`src/rtl/dot_product_seq_if.sv`:
```
// -----------------------------------------------------------------------------
// dot_product_seq_if
//
// Bundles every non-clock signal of the dot-product sequencer: the job request
// from the tile scheduler, the operand-buffer read port, the multiplier port
// and the result valid/ready port.
//
// Modports:
//   slave  - the sequencer itself (takes jobs, drives buffers and multiplier)
//   master - the surrounding system (scheduler, buffers, multiplier, consumer)
//
// Signals:
//   start, len, base_a, base_b, bias, abort  job request / cancel
//   busy                                     sequencer not idle
//   rd_en, rd_addr_a, rd_addr_b              read strobe and addresses
//   rd_data_a, rd_data_b                     signed int8 read data (1-cycle)
//   mul_a, mul_b, mul_p                      multiplier operands and product
//   res_valid, res_data, res_ready           result handshake
// -----------------------------------------------------------------------------
interface dot_product_seq_if #(
  parameter int ADDR_W = 10,
  parameter int LEN_W  = 11,
  parameter int ACC_W  = 32
);

  // Job request
  logic                     start;
  logic [LEN_W-1:0]         len;
  logic [ADDR_W-1:0]        base_a;
  logic [ADDR_W-1:0]        base_b;
  logic signed [ACC_W-1:0]  bias;
  logic                     abort;
  logic                     busy;

  // Operand buffers
  logic                     rd_en;
  logic [ADDR_W-1:0]        rd_addr_a;
  logic [ADDR_W-1:0]        rd_addr_b;
  logic signed [7:0]        rd_data_a;
  logic signed [7:0]        rd_data_b;

  // Multiplier
  logic signed [7:0]        mul_a;
  logic signed [7:0]        mul_b;
  logic signed [ACC_W-1:0]  mul_p;

  // Result
  logic                     res_valid;
  logic signed [ACC_W-1:0]  res_data;
  logic                     res_ready;

  modport slave (
    input  start, len, base_a, base_b, bias, abort,
    input  rd_data_a, rd_data_b, mul_p, res_ready,
    output busy, rd_en, rd_addr_a, rd_addr_b,
    output mul_a, mul_b, res_valid, res_data
  );

  modport master (
    output start, len, base_a, base_b, bias, abort,
    output rd_data_a, rd_data_b, mul_p, res_ready,
    input  busy, rd_en, rd_addr_a, rd_addr_b,
    input  mul_a, mul_b, res_valid, res_data
  );

endinterface : dot_product_seq_if

```
`src/rtl/dot_product_seq.sv`:
```
// -----------------------------------------------------------------------------
// dot_product_seq
//
// Computes one signed int8 dot product plus a 32-bit bias per job.
// A job reads len operand pairs from buffers A and B (1-cycle read latency),
// routes each pair to an external registered multiplier (1-cycle latency)
// and accumulates the products, wrapping modulo 2^ACC_W. The result is
// presented on a valid/ready port and held until accepted.
//
// Ports:
//   clk    clock
//   rst_n  asynchronous reset, ACTIVE HIGH despite its name
//   bus    dot_product_seq_if.slave - job request, buffer read port,
//          multiplier port and result handshake
//
// Timing for a job of length N accepted on edge 0 (cycle c follows edge c):
//   cycles 0..N-1   FETCH, one read per cycle at base+i
//   cycle  i+1      read data on mul_a/mul_b (stage v1)
//   cycle  i+2      product on mul_p (stage v2), added on the closing edge
//   cycles N..N+2   DRAIN, waiting for both stages to empty
//   cycle  N+3      DONE, res_valid high until res_ready
// -----------------------------------------------------------------------------
module dot_product_seq #(
  parameter int ADDR_W = 10,
  parameter int LEN_W  = 11,
  parameter int ACC_W  = 32
) (
  input logic             clk,
  input logic             rst_n,
  dot_product_seq_if.slave bus
);

  localparam logic [1:0] IDLE  = 2'd0;
  localparam logic [1:0] FETCH = 2'd1;
  localparam logic [1:0] DRAIN = 2'd2;
  localparam logic [1:0] DONE  = 2'd3;

  localparam logic [LEN_W-1:0]  LEN_ONE  = LEN_W'(1);
  localparam logic [ADDR_W-1:0] ADDR_ONE = ADDR_W'(1);

  logic [1:0]               state_q;
  logic [1:0]               state_d;
  logic [LEN_W-1:0]         len_q;
  logic [LEN_W-1:0]         issue_cnt_q;
  logic [ADDR_W-1:0]        addr_a_q;
  logic [ADDR_W-1:0]        addr_b_q;
  logic                     v1_q;
  logic                     v2_q;
  logic signed [ACC_W-1:0]  acc_q;

  logic in_fetch;
  logic accept;
  logic last_issue;
  logic kill;
  logic handshake;

  assign in_fetch   = (state_q == FETCH);
  // Any start seen in IDLE is taken, including len=0 (goes straight to DONE).
  assign accept     = (state_q == IDLE) && bus.start;
  // The len-th read is the one issued while the counter shows len-1.
  assign last_issue = in_fetch && (issue_cnt_q == (len_q - LEN_ONE));
  // Abort only cancels a job still moving data; a finished result is kept.
  assign kill       = bus.abort && ((state_q == FETCH) || (state_q == DRAIN));
  assign handshake  = (state_q == DONE) && bus.res_ready;

  // ---------------------------------------------------------------------------
  // Next-state logic
  // ---------------------------------------------------------------------------
  always_comb begin
    // NOTE: default assignment first, so no path through the case leaves
    // state_d unassigned and a latch can never be inferred.
    state_d = state_q;
    case (state_q)
      IDLE: begin
        if (bus.start) begin
          state_d = (bus.len == '0) ? DONE : FETCH;
        end
      end
      FETCH: begin
        if (bus.abort) begin
          state_d = IDLE;
        end else if (last_issue) begin
          state_d = DRAIN;
        end
      end
      DRAIN: begin
        // Both stages empty means the last product was added on the
        // previous edge, so the accumulator now holds the final sum.
        if (bus.abort) begin
          state_d = IDLE;
        end else if (!v1_q && !v2_q) begin
          state_d = DONE;
        end
      end
      DONE: begin
        if (bus.res_ready) begin
          state_d = IDLE;
        end
      end
      default: state_d = IDLE;
    endcase
  end

  // ---------------------------------------------------------------------------
  // State, counters, pipeline valids and accumulator
  // ---------------------------------------------------------------------------
  always_ff @(posedge clk or posedge rst_n) begin
    if (rst_n) begin
      state_q     <= IDLE;
      len_q       <= '0;
      issue_cnt_q <= '0;
      addr_a_q    <= '0;
      addr_b_q    <= '0;
      v1_q        <= 1'b0;
      v2_q        <= 1'b0;
      acc_q       <= '0;
    end else begin
      // NOTE: non-blocking assignments throughout, so every register here
      // samples the pre-edge values of the others (v2 takes the old v1, acc
      // adds the product that v2 qualified in the cycle just ending).
      state_q <= state_d;

      if (accept) begin
        len_q       <= bus.len;
        issue_cnt_q <= '0;
        addr_a_q    <= bus.base_a;
        addr_b_q    <= bus.base_b;
      end else if (in_fetch) begin
        issue_cnt_q <= issue_cnt_q + LEN_ONE;
        // Natural overflow of the ADDR_W-bit counter gives the address wrap.
        addr_a_q    <= addr_a_q + ADDR_ONE;
        addr_b_q    <= addr_b_q + ADDR_ONE;
      end

      // v1: read data is on the buffer outputs; v2: product is on mul_p.
      if (kill) begin
        v1_q <= 1'b0;
        v2_q <= 1'b0;
      end else begin
        v1_q <= in_fetch;
        v2_q <= v1_q;
      end

      if (accept) begin
        acc_q <= bus.bias;
      end else if (v2_q && !kill) begin
        acc_q <= acc_q + bus.mul_p;
      end
    end
  end

  // ---------------------------------------------------------------------------
  // Outputs
  // ---------------------------------------------------------------------------
  assign bus.busy      = (state_q != IDLE);
  assign bus.rd_en     = in_fetch;
  // Addresses are forced to zero outside FETCH so idle buses stay quiet.
  assign bus.rd_addr_a = in_fetch ? addr_a_q : '0;
  assign bus.rd_addr_b = in_fetch ? addr_b_q : '0;

  // Buffer data goes straight to the multiplier; gating with v1 keeps the
  // operands at zero whenever the buffers are not returning job data.
  assign bus.mul_a     = v1_q ? bus.rd_data_a : 8'sd0;
  assign bus.mul_b     = v1_q ? bus.rd_data_b : 8'sd0;

  assign bus.res_valid = (state_q == DONE);
  assign bus.res_data  = (state_q == DONE) ? acc_q : '0;

  // handshake is kept as a named term for readability of the DONE exit;
  // the FSM uses res_ready directly since DONE is already implied there.
  logic unused_ok;
  assign unused_ok = handshake;

endmodule : dot_product_seq

```
`src/flat_wrapper.sv`:
```
// flat-port wrapper written by rule: the top's interface ports become plain ports
module dot_product_seq_flat 
#(
  parameter int ADDR_W = 10,
  parameter int LEN_W  = 11,
  parameter int ACC_W  = 32
)
  (clk, rst_n, bus_start, bus_len, bus_base_a, bus_base_b, bus_bias, bus_abort, bus_rd_data_a, bus_rd_data_b, bus_mul_p, bus_res_ready, bus_busy, bus_rd_en, bus_rd_addr_a, bus_rd_addr_b, bus_mul_a, bus_mul_b, bus_res_valid, bus_res_data);
  dot_product_seq_if #(.ADDR_W(ADDR_W), .LEN_W(LEN_W), .ACC_W(ACC_W)) bus_i ();
  input logic clk;
  input logic rst_n;
  input wire logic [$bits(bus_i.start)-1:0] bus_start;
  input wire logic [$bits(bus_i.len)-1:0] bus_len;
  input wire logic [$bits(bus_i.base_a)-1:0] bus_base_a;
  input wire logic [$bits(bus_i.base_b)-1:0] bus_base_b;
  input wire logic [$bits(bus_i.bias)-1:0] bus_bias;
  input wire logic [$bits(bus_i.abort)-1:0] bus_abort;
  input wire logic [$bits(bus_i.rd_data_a)-1:0] bus_rd_data_a;
  input wire logic [$bits(bus_i.rd_data_b)-1:0] bus_rd_data_b;
  input wire logic [$bits(bus_i.mul_p)-1:0] bus_mul_p;
  input wire logic [$bits(bus_i.res_ready)-1:0] bus_res_ready;
  output wire logic [$bits(bus_i.busy)-1:0] bus_busy;
  output wire logic [$bits(bus_i.rd_en)-1:0] bus_rd_en;
  output wire logic [$bits(bus_i.rd_addr_a)-1:0] bus_rd_addr_a;
  output wire logic [$bits(bus_i.rd_addr_b)-1:0] bus_rd_addr_b;
  output wire logic [$bits(bus_i.mul_a)-1:0] bus_mul_a;
  output wire logic [$bits(bus_i.mul_b)-1:0] bus_mul_b;
  output wire logic [$bits(bus_i.res_valid)-1:0] bus_res_valid;
  output wire logic [$bits(bus_i.res_data)-1:0] bus_res_data;
  assign bus_i.start = bus_start;
  assign bus_i.len = bus_len;
  assign bus_i.base_a = bus_base_a;
  assign bus_i.base_b = bus_base_b;
  assign bus_i.bias = bus_bias;
  assign bus_i.abort = bus_abort;
  assign bus_i.rd_data_a = bus_rd_data_a;
  assign bus_i.rd_data_b = bus_rd_data_b;
  assign bus_i.mul_p = bus_mul_p;
  assign bus_i.res_ready = bus_res_ready;
  assign bus_busy = bus_i.busy;
  assign bus_rd_en = bus_i.rd_en;
  assign bus_rd_addr_a = bus_i.rd_addr_a;
  assign bus_rd_addr_b = bus_i.rd_addr_b;
  assign bus_mul_a = bus_i.mul_a;
  assign bus_mul_b = bus_i.mul_b;
  assign bus_res_valid = bus_i.res_valid;
  assign bus_res_data = bus_i.res_data;
  dot_product_seq #(.ADDR_W(ADDR_W), .LEN_W(LEN_W), .ACC_W(ACC_W)) u_core (.clk(clk), .rst_n(rst_n), .bus(bus_i));
endmodule
```
`config.mk`:
```
export PLATFORM = sky130hd
export DESIGN_NAME = dot_product_seq_flat
export DESIGN_NICKNAME = d
export VERILOG_FILES = /design/src/rtl/dot_product_seq_if.sv /design/src/rtl/dot_product_seq.sv /design/src/flat_wrapper.sv
export SDC_FILE = /design/constraint.sdc
export NUM_CORES = 1
export LEC_CHECK = 0
export BUFFER_PORTS_ARGS = -buffer_cell sky130_fd_sc_hd__clkbuf_2
export CAP_MARGIN = 40
export CORE_ASPECT_RATIO = 0.8
export CORE_UTILIZATION = 57
export CTS_BUF_LIST = sky130_fd_sc_hd__clkbuf_16
export DETAILED_ROUTE_END_ITERATION = 8
export GPL_TIMING_DRIVEN = 0
export PLACE_DENSITY = 0.9
export SLEW_MARGIN = 25
export SYNTH_ARGS = -nofsm -noshare
export SYNTH_HDL_FRONTEND = slang
export SYNTH_SLANG_ARGS = --single-unit
```
`constraint.sdc`:
```
create_clock -name clk -period 5.25 [get_ports clk]
set_input_delay 1.05 -clock clk [delete_from_list [all_inputs] [get_ports clk]]
set_output_delay 1.05 -clock clk [all_outputs]
set_load 0.005 [all_outputs]
```
==> results of run 1 <==
metrics by stage:
step	instances	worst slack [ps]	instance area, um^2	hold WS, ps	total power, mW
global placement	1079	1244	7137	513.5	3.454
detailed placement	1080	1256	7159	523.6	3.549
CTS	1096	1581	7451	535.9	4.196
finish	1096	1545	7451	538.1	4.242
floorplan	753	1741	6031	466.5	2.840
global route	1096	1349	7451	553.8	4.597
cells in the final DEF, fill, tap and decap left out, types with 32 or more instances in the layout:
cell type,count
o21ai_0,50
clkbuf_2,186
nor2_1,52
xor2_1,33
ha_1,40
dfrtp_1,78
a21oi_1,59
clkbuf_1,32
and2_1,70
nand2_1,109
cell type report:
| class | count | area, um^2 | area share [%] |
|---|---|---|---|
| clock buffer | 9 | 225.2 | 3.023 |
| inverter | 21 | 81.33 | 1.092 |
| clock inverter | 7 | 66.31 | 0.8900 |
| sequential | 78 | 1952 | 26.20 |
| tap | 140 | 175.2 | 2.351 |
| multi-input combinational | 619 | 3861 | 51.82 |
| timing repair buffer | 187 | 950.9 | 12.76 |
| buffer | 35 | 138.9 | 1.864 |
metal layers:
layer / vias to the layer above / wire length (um) / track usage, % / share of wire [%]
met5: - / 0 / 0 / 0
met4: 0 / 644 / 15.72 / 3.5
met3: 61 / 1625 / 9.097 / 8.9
met2: 341 / 7975 / 53.50 / 44
met1: 2923 / 7929 / 44.79 / 44
li1: 3017 / - / - / -
state kept, by name (all words and copies together) (netlist names):
register            cells
u_core.state_q          2
u_core.len_q           11
u_core.acc_q           32
u_core.addr_a_q        10
u_core.v1_q             1
u_core.issue_cnt_q     11
u_core.addr_b_q        10
u_core.v2_q             1
critical path, cell delays in order:
cell,delay [ps]
clkbuf_2,80
ha_1,190
inv_1,70
fa_1,380
nor2b_1,190
o31a_1,220
o21ai_1,180
a2111oi_0,620
o21ai_2,170
o311ai_2,410
a31oi_2,150
xnor2_1,150
o21ai_1,70
worst max path at each step:
stage | end | slack [ps] | depth (start not counted)
4_1_cts | u_core.acc_q[30]$_DFFE_PP0P_ | 1580 | 13
6_report | u_core.acc_q[30]$_DFFE_PP0P_ | 1540 | 13
5_1_grt | u_core.acc_q[30]$_DFFE_PP0P_ | 1350 | 13
3_3_place_gp | u_core.acc_q[30]$_DFFE_PP0P_ | 1240 | 13
3_5_place_dp | u_core.acc_q[30]$_DFFE_PP0P_ | 1260 | 13
2_1_floorplan | u_core.acc_q[30]$_DFFE_PP0P_ | 1740 | 12
kinds of logic after synthesis:
| kind of cell | after synthesis | share of synthesized area [%] |
|---|---|---|
| buf+inv | 56 | 3.610 |
| flops | 78 | 32.37 |
| mux | 10 | 1.660 |
| fa+ha+maj | 41 | 8.631 |
| xor+xnor | 59 | 8.569 |
| compound gates | 185 | 18.44 |
| simple gates | 324 | 26.72 |
where the power goes:
group | internal [mW] | switching (mW) | total [mW]
combinational | 1.05 | 1.42 | 2.47
clock | 0.365 | 0.253 | 0.618
sequential | 0.873 | 0.281 | 1.15
total | 2.29 | 1.95 | 4.24
==> flow_summary.toml, run 1 <==
[status]
outcome = "finished, final reports clean"

[timing]
tightest_slew_ps = 701.7
rsz0062_at_grt = "no"
finalHoldViolCount = 0
min_period_ps = 3705
slew_violations = 0
worst_clock_skew_ps = 7.484
slew_headroom_pct = 53.22
fmax_mhz = 269.9
final-setup-viol-count = 0
fin_tns_setup_ps = 0
period_share_pct = 70.58

[route]
drtAntennaViolNets = 0
vias = 6342
wire_per_inst_um = 16.58
route.detailed.drc = 0
wl_um = 18180
vias_per_cell = 5.786
drtIter0Drc = 330
firstDrtPassIters = 5

[yosys]
ys.flop_type = "dfrtp_1"
ys_top_cells_by_area = "dfrtp_1 (32%), ha_1 (8.3%), and2_1 (7.3%)"
syn-num-nets = 910
yosysTopAreaCellShare_pct = 32.37
yosysSeqAreaShare_pct = 32.37
synth-edff-count = 0
synth_warnings = 0
synthCells = 753
yosys.area.top_type = "dfrtp_1"
synth_common_cells = "nand2_1 (109), dfrtp_1 (78), and2_1 (70)"
syn_area_mm2 = 0.006031
synthArstFlopShare_pct = 100.0
avgSynthCellArea_um2 = 8.009
synthDistinctLibCells = 57
ys_ff_latch = 78
synth_most_common_cell = "nand2_1"

[critical_path]
r2r_start = "u_core.acc_q[0]$_DFFE_PP0P_"
cp.arrival_ps = 3930
worstPathRequired_ps = 5470
r2r_cells = 12
cp-end-kind = "register"
start_kind = "primary input"
critPathKind = "primary input to register"
reg2reg_to = "u_core.acc_q[30]$_DFFE_PP0P_"
setup.worst_path.start = "bus_mul_p[0]"
r2r_slack_ps = 1950
path_max_fanout = 4

[die]
die_y_um = 94
core_area_mm2 = 0.01028
io-pin-count = 187
die_x_um = 117
num_rows = 33
dieArea_mm2 = 0.01100
start_util_pct = 58.66

[global_routing]
grt_pass1_wl_um = 28550
gr-total-overflow = 0
grt_pass1_vias = 5881
grt_usage_pct = 34.43
antenna_found_initial = 0
grt_max_degree = 45

[clock_tree]
cts_sinks = 78
clk_latency_ps = 340
cts_root_buf = "clkbuf_16"
hold_buffers = 0
cts_setup_buffers = 0
cts_inserted_buffers = 9
clk_pin_slew_ps = 60
cts_tree = "built"
clockBufferDepth = 2
htreeDepth = 3
post_cts_resize_count = 0

[finish]
area_delta_synth_final_pct = 23.55
nNetsFinal = 1108
antenna_cells = 0
drive_above_1_share_pct = 22.07
final_util_pct = 72.47
fillers = 826

[power]
power_density_mw_per_mm2 = 569.3
p_leak_nw = 3.583
ir_worst_vdd_mv = 0.3160

[min_path]
worstHoldPathType = "register to register"
holdPathEnd = "u_core.len_q[10]$_DFFE_PP0P_"
hold_depth = 2
min-delay-start = "u_core.len_q[10]$_DFFE_PP0P_"

[job]
maxCapViolations = 0

[placement]
io_buffers = 186
hpwlAfterDp_um = 13760
place.gp.congestion = 0.9392
Power figures use the tool's default switching activity.
==> run 2: changes to the inputs <==
--- a/config.mk
+++ b/config.mk
@@ -8,11 +8,11 @@
 export BUFFER_PORTS_ARGS = -buffer_cell sky130_fd_sc_hd__clkbuf_2
 export CAP_MARGIN = 40
 export CORE_ASPECT_RATIO = 0.8
-export CORE_UTILIZATION = 57
+export CORE_UTILIZATION = 53
 export CTS_BUF_LIST = sky130_fd_sc_hd__clkbuf_16
 export DETAILED_ROUTE_END_ITERATION = 8
 export GPL_TIMING_DRIVEN = 0
-export PLACE_DENSITY = 0.9
+export PLACE_DENSITY = 0.84
 export SLEW_MARGIN = 25
 export SYNTH_ARGS = -nofsm -noshare
 export SYNTH_HDL_FRONTEND = slang
==> constraint.sdc (replaced) <==
create_clock -name clk -period 3.6 [get_ports clk]
set_input_delay 0.72 -clock clk [delete_from_list [all_inputs] [get_ports clk]]
set_output_delay 0.72 -clock clk [all_outputs]
set_load 0.005 [all_outputs]
==> run 2 against run 1 <==
Wire length is 0.81% lower. Hold slack worse by 190 ps. Clock-buffer cell count stayed put. Final cell count is 0.36% higher. Critical path type unchanged. Largest power group unchanged.
==> flow_summary.toml, run 2 (synthesized netlist as in run 1, its figures left out) <==
[critical_path]
crit_cells = 13
critPathKind = "primary input to register"
cp_slowest_cell = "a2111oi_0"
cp.arrival_ps = 3600
critPathMaxStageDelay_ps = 600
cp.buffers_inverters = 2
worstPathCellList = "clkbuf_2, ha_1, inv_1, fa_1, nor2b_1, o31a_1, o21ai_1, a2111oi_0, o21ai_2, o311ai_2, a31oi_2, xnor2_1, o21ai_1"
worstPathRequired_ps = 3820
cp-end-kind = "register"
start_kind = "primary input"
crit_family = "compound AO/OA/AOI/OAI gates"
path_max_fanout = 4
cpMostUsedCell = "o21ai_1"
r2r_cells = 12

[global_routing]
grt_max_degree = 54
gr-total-overflow = 0
grt_pass1_wl_um = 28920
grt_usage_pct = 31.50
antenna_found_initial = 0
grt_pass1_vias = 5883

[timing]
worst_clock_skew_ps = 8.188
period_share_pct = 93.68
fin_tns_setup_ps = 0
min_period_ps = 3372
worst_slack_ps = 227.5
final-setup-viol-count = 0
slew_headroom_pct = 51.27
fmax_mhz = 296.5
whs_ps = 347.1
tightest_slew_ps = 730.9
finalHoldViolCount = 0
slew_violations = 0
rsz0062_at_grt = "no"

[die]
io-pin-count = 187
die_y_um = 97.41
die_x_um = 121.3
start_util_pct = 54.95
num_rows = 34
core_area_mm2 = 0.01098
dieArea_mm2 = 0.01181

[finish]
drive_above_1_share_pct = 22.07
regMostFlops = "u_core.acc_q"
antenna_cells = 0
area_delta_synth_final_pct = 24.54
final_util_pct = 68.43
design_area_mm2 = 0.007511
nNetsFinal = 1108
layout_common_cells = "clkbuf_2 (186), nand2_1 (109), dfrtp_1 (78)"
mostFrequentLayoutCell = "clkbuf_2"
largest_register_ffs = 32
reg_top3 = "u_core.acc_q x32, u_core.issue_cnt_q x11, u_core.len_q x11"
fin_cells = 1100

[clock_tree]
htreeDepth = 3
cts_setup_buffers = 0
hold_buffers = 0
cts_sinks = 78
cts_inserted_buffers = 9
clk_pin_slew_ps = 60
cts_root_buf = "clkbuf_16"
cts_tree = "built"
post_cts_resize_count = 0
clk_latency_ps = 350
clockBufferDepth = 2

[route]
vias = 6278
drtIter0Drc = 531
wl_um = 18030
vias_per_cell = 5.707
wire_per_inst_um = 16.39
drtAntennaViolNets = 0
firstDrtPassIters = 5
route.detailed.drc = 0

[placement]
placed_area_mm2 = 0.007172
io_buffers = 186
place_ws_ps = -65.65
placed_cells = 1084
hpwlAfterDp_um = 13730
place.gp.congestion = 0.9502

[power]
power_mw = 6.323
power_density_mw_per_mm2 = 841.8
p_leak_nw = 3.610
ir_worst_vdd_mv = 0.4198

[job]
maxCapViolations = 0

[min_path]
worstHoldPathType = "primary input to asynchronous set/reset pin"

[status]
outcome = "finished, final reports clean"
## run 2: cell types whose count changed in the layout (fill, tap and decap cells not counted), sizes merged
| cell | previous run | this run |
|---|---|---|
| clkinv | 3 | 2 |
| clkinvlp | 2 | 1 |
| bufinv | 1 | 3 |
## run 2: path summary, 6_finish.rpt
kind,start,to,slack [ps]
setup / recovery,bus_mul_p[0],u_core.acc_q[30]$_DFFE_PP0P_,230
hold / removal,rst_n,u_core.acc_q[3]$_DFFE_PP0P_,350
setup reg to reg,u_core.acc_q[0]$_DFFE_PP0P_,u_core.acc_q[30]$_DFFE_PP0P_,300
hold reg to reg,u_core.len_q[10]$_DFFE_PP0P_,u_core.len_q[10]$_DFFE_PP0P_,550
max in group asynchronous,rst_n,u_core.acc_q[27]$_DFFE_PP0P_,2670
min in group clk,u_core.len_q[10]$_DFFE_PP0P_,u_core.len_q[10]$_DFFE_PP0P_,550
## run 2: worst reg2reg max path, stage by stage, from the launching register on
cell       delay, ps
dfrtp_1          370
ha_1             210
inv_1             70
fa_1             390
nor2b_1          200
o31a_1           210
o21ai_1          170
a2111oi_0        600
o21ai_2          190
o311ai_2         410
a31oi_2          150
xnor2_1          160
o21ai_1           70
## run 2: report_power, final
part | leakage [nW] | switching, mW | internal [mW]
logic | 2.48 | 2.05 | 1.53
clock network | 0.164 | 0.385 | 0.674
registers | 0.965 | 0.413 | 1.27
total | 3.61 | 2.84 | 3.48
## run 2: per-layer routing
metal | vias to the layer above | wire (um) | track usage (%)
li1 | 3023 | - | -
met1 | 2901 | 8109 | 43.88
met2 | 324 | 7953 | 48.79
met3 | 30 | 1580 | 7.277
met4 | 0 | 385 | 8.832
met5 | - | 0 | 0
## run 2: final cells by class
type / instances / area, um^2
inverters: 21 / 81.33
flip-flops and latches: 78 / 1952
well taps: 144 / 180.2
fillers: 939 / 3465
clock inverters: 7 / 113.9
multi-input cells: 619 / 3861
plain buffers: 35 / 138.9
repair buffers: 187 / 958.4
clock buffers: 9 / 225.2
==> run 3: changes to the inputs <==
--- a/config.mk
+++ b/config.mk
@@ -5,14 +5,14 @@
 export SDC_FILE = /design/constraint.sdc
 export NUM_CORES = 1
 export LEC_CHECK = 0
-export BUFFER_PORTS_ARGS = -buffer_cell sky130_fd_sc_hd__clkbuf_2
 export CAP_MARGIN = 40
 export CORE_ASPECT_RATIO = 0.8
-export CORE_UTILIZATION = 53
+export CORE_UTILIZATION = 58
 export CTS_BUF_LIST = sky130_fd_sc_hd__clkbuf_16
 export DETAILED_ROUTE_END_ITERATION = 8
+export DONT_BUFFER_PORTS = 1
 export GPL_TIMING_DRIVEN = 0
-export PLACE_DENSITY = 0.84
+export PLACE_DENSITY = 0.76
 export SLEW_MARGIN = 25
 export SYNTH_ARGS = -nofsm -noshare
 export SYNTH_HDL_FRONTEND = slang
==> run 3 against run 2 <==
Final cell count shrank 17%. Sequential cell count unchanged. Die area decreased by 8.5%. Utilization down 2.4 points. Via count shrank 9.7%. Combinational power is 6.4% lower. Register-to-register slack got worse by 70 ps. Global-route usage is 2.4 points higher. Hold slack worse by 52 ps. Maximum frequency up 0.15%. Clock skew decreased by 2.3 ps. Total power decreased by 5.6%. Critical endpoint is now u_core.acc_q[28]$_DFFE_PP0P_. Highest routed layer unchanged.
==> flow_summary.toml, run 3 (synthesized netlist as in run 1, its figures left out) <==
[clock_tree]
cts_root_buf = "clkbuf_16"
cts_inserted_buffers = 9
cts_setup_buffers = 0
clockBufferDepth = 2
hold_buffers = 0
clk_latency_ps = 340
post_cts_resize_count = 0
htreeDepth = 3
cts_sinks = 78
cts_tree = "built"
clk_pin_slew_ps = 60

[timing]
slew_violations = 0
worst_clock_skew_ps = 5.908
tightest_slew_ps = 661.2
min_period_ps = 3368
fmax_mhz = 297.0
period_share_pct = 93.54
slew_headroom_pct = 55.81
finalHoldViolCount = 0
rsz0062_at_grt = "no"
whs_ps = 295.0
final-setup-viol-count = 0

[route]
drtIter0Drc = 554
route.detailed.drc = 0
firstDrtPassIters = 5
wire_per_inst_um = 19.54
vias_per_cell = 6.244
wl_um = 17740
drtAntennaViolNets = 0
vias = 5670

[finish]
largest_register_ffs = 32
mostFrequentLayoutCell = "nand2_1"
area_delta_synth_final_pct = 8.237
drive_above_1_share_pct = 3.506
regMostFlops = "u_core.acc_q"
nNetsFinal = 922
reg_top3 = "u_core.acc_q x32, u_core.issue_cnt_q x11, u_core.len_q x11"
regArea_mm2 = 0.001952
layout_common_cells = "nand2_1 (109), dfrtp_1 (78), and2_1 (70)"
design_area_mm2 = 0.006528
fillers = 861
multiInputGateArea_mm2 = 0.003861

[die]
start_util_pct = 60.98
io-pin-count = 187
dieArea_mm2 = 0.01081
core_area_mm2 = 0.009889
die_y_um = 93.21
num_rows = 32
die_x_um = 116.0

[status]
outcome = "finished, final reports clean"

[global_routing]
grt_max_degree = 41
grt_usage_pct = 33.94
grt_pass1_vias = 5427
grt_pass1_wl_um = 27970
antenna_found_initial = 2
gr-total-overflow = 0

[critical_path]
path_max_fanout = 4
start_kind = "register"
worstPathCellList = "ha_1, inv_1, fa_1, nor2b_1, o31a_1, o21ai_1, a2111oi_1, o41ai_2, nor3_1, a311oi_1, xor2_1, o22ai_1"
cp.arrival_ps = 3630
critPathMaxStageDelay_ps = 690
cp-end-kind = "register"
cp_slowest_cell = "a2111oi_1"
worstPathRequired_ps = 3860
r2r_cells = 12
critPathKind = "register to register"
r2r_slack_ps = 230
r2r_start = "u_core.acc_q[0]$_DFFE_PP0P_"
reg2reg_to = "u_core.acc_q[28]$_DFFE_PP0P_"

[power]
power.internal_mw = 3.166
p_leak_nw = 2.788
ir_worst_vdd_mv = 0.4845
switchingPower_mw = 2.801
swShare_pct = 46.94
comb_power_share_pct = 56.2
seq_power_share_pct = 28.2
power_density_mw_per_mm2 = 914.0
power_frac_clock_pct = 15.6

[job]
maxCapViolations = 0

[placement]
io_buffers = 0
placed_area_mm2 = 0.006223
place.gp.congestion = 0.9568
hpwlAfterDp_um = 13520

[min_path]
worstHoldPathType = "primary input to asynchronous set/reset pin"
[run 3: final cells by class]
type / instances / area share [%]
diodes: 2 / 0.07667
plain buffers: 35 / 2.128
clock buffers: 9 / 3.450
clock inverters: 7 / 1.131
inverters: 21 / 1.246
multi-input cells: 619 / 59.15
flip-flops and latches: 78 / 29.90
well taps: 136 / 2.607
repair buffers: 1 / 0.3067
[run 3: power by group through the flow]
stage / sequential, mW / combinational (mW) / clock, mW
final: 1.68 / 3.35 / 0.931
after global routing: 1.73 / 3.71 / 0.993
after global placement: 1.64 / 3.17 / 0
after floorplan: 1.55 / 2.59 / 0
after detailed placement: 1.68 / 3.28 / 0
after CTS: 1.67 / 3.31 / 0.947
[run 3: worst max-delay path by stage]
stage / cells after the start / slack [ps] / start / end
3_5_place_dp: 12 / 40 / bus_mul_p[0] / u_core.acc_q[30]$_DFFE_PP0P_
6_report: 12 / 230 / u_core.acc_q[0]$_DFFE_PP0P_ / u_core.acc_q[28]$_DFFE_PP0P_
4_1_cts: 12 / 330 / u_core.acc_q[0]$_DFFE_PP0P_ / u_core.acc_q[30]$_DFFE_PP0P_
5_1_grt: 12 / 70 / u_core.acc_q[0]$_DFFE_PP0P_ / u_core.acc_q[28]$_DFFE_PP0P_
3_3_place_gp: 1 / -40 / rst_n / u_core.acc_q[24]$_DFFE_PP0P_
2_1_floorplan: 12 / 420 / bus_mul_p[0] / u_core.acc_q[30]$_DFFE_PP0P_
[run 3: per-layer routing]
layer,routed length [um],track usage [%],vias to the layer above
li1,-,-,2647
met3,1513,10.43,48
met2,7948,51.59,271
met4,554,12.18,0
met1,7724,45.37,2704
met5,0,0,-
[run 3: metrics by stage]
stage | setup WS, ps | setup TNS [ps] | util [%] | cells | power [mW]
2_1_floorplan | 420.8 | 0 | - | 753 | 4.142
3_3_place_gp | -40.31 | -2926 | 62.70 | 889 | 4.816
3_5_place_dp | 38.03 | 0 | 62.93 | 890 | 4.953
4_1_cts | 330.2 | 0 | 65.95 | 906 | 5.923
5_1_grt | 66.98 | 0 | 66.00 | 908 | 6.439
6_report | 232.5 | 0 | 66.00 | 908 | 5.966
[run 3: critical path: cells and delay by family, from the launching register on]
family,cells,cell delay (ps)
compound gates,6,1570
flops,1,390
fa+ha+maj,2,610
buf+inv,1,70
xor+xnor,1,170
simple gates,2,470
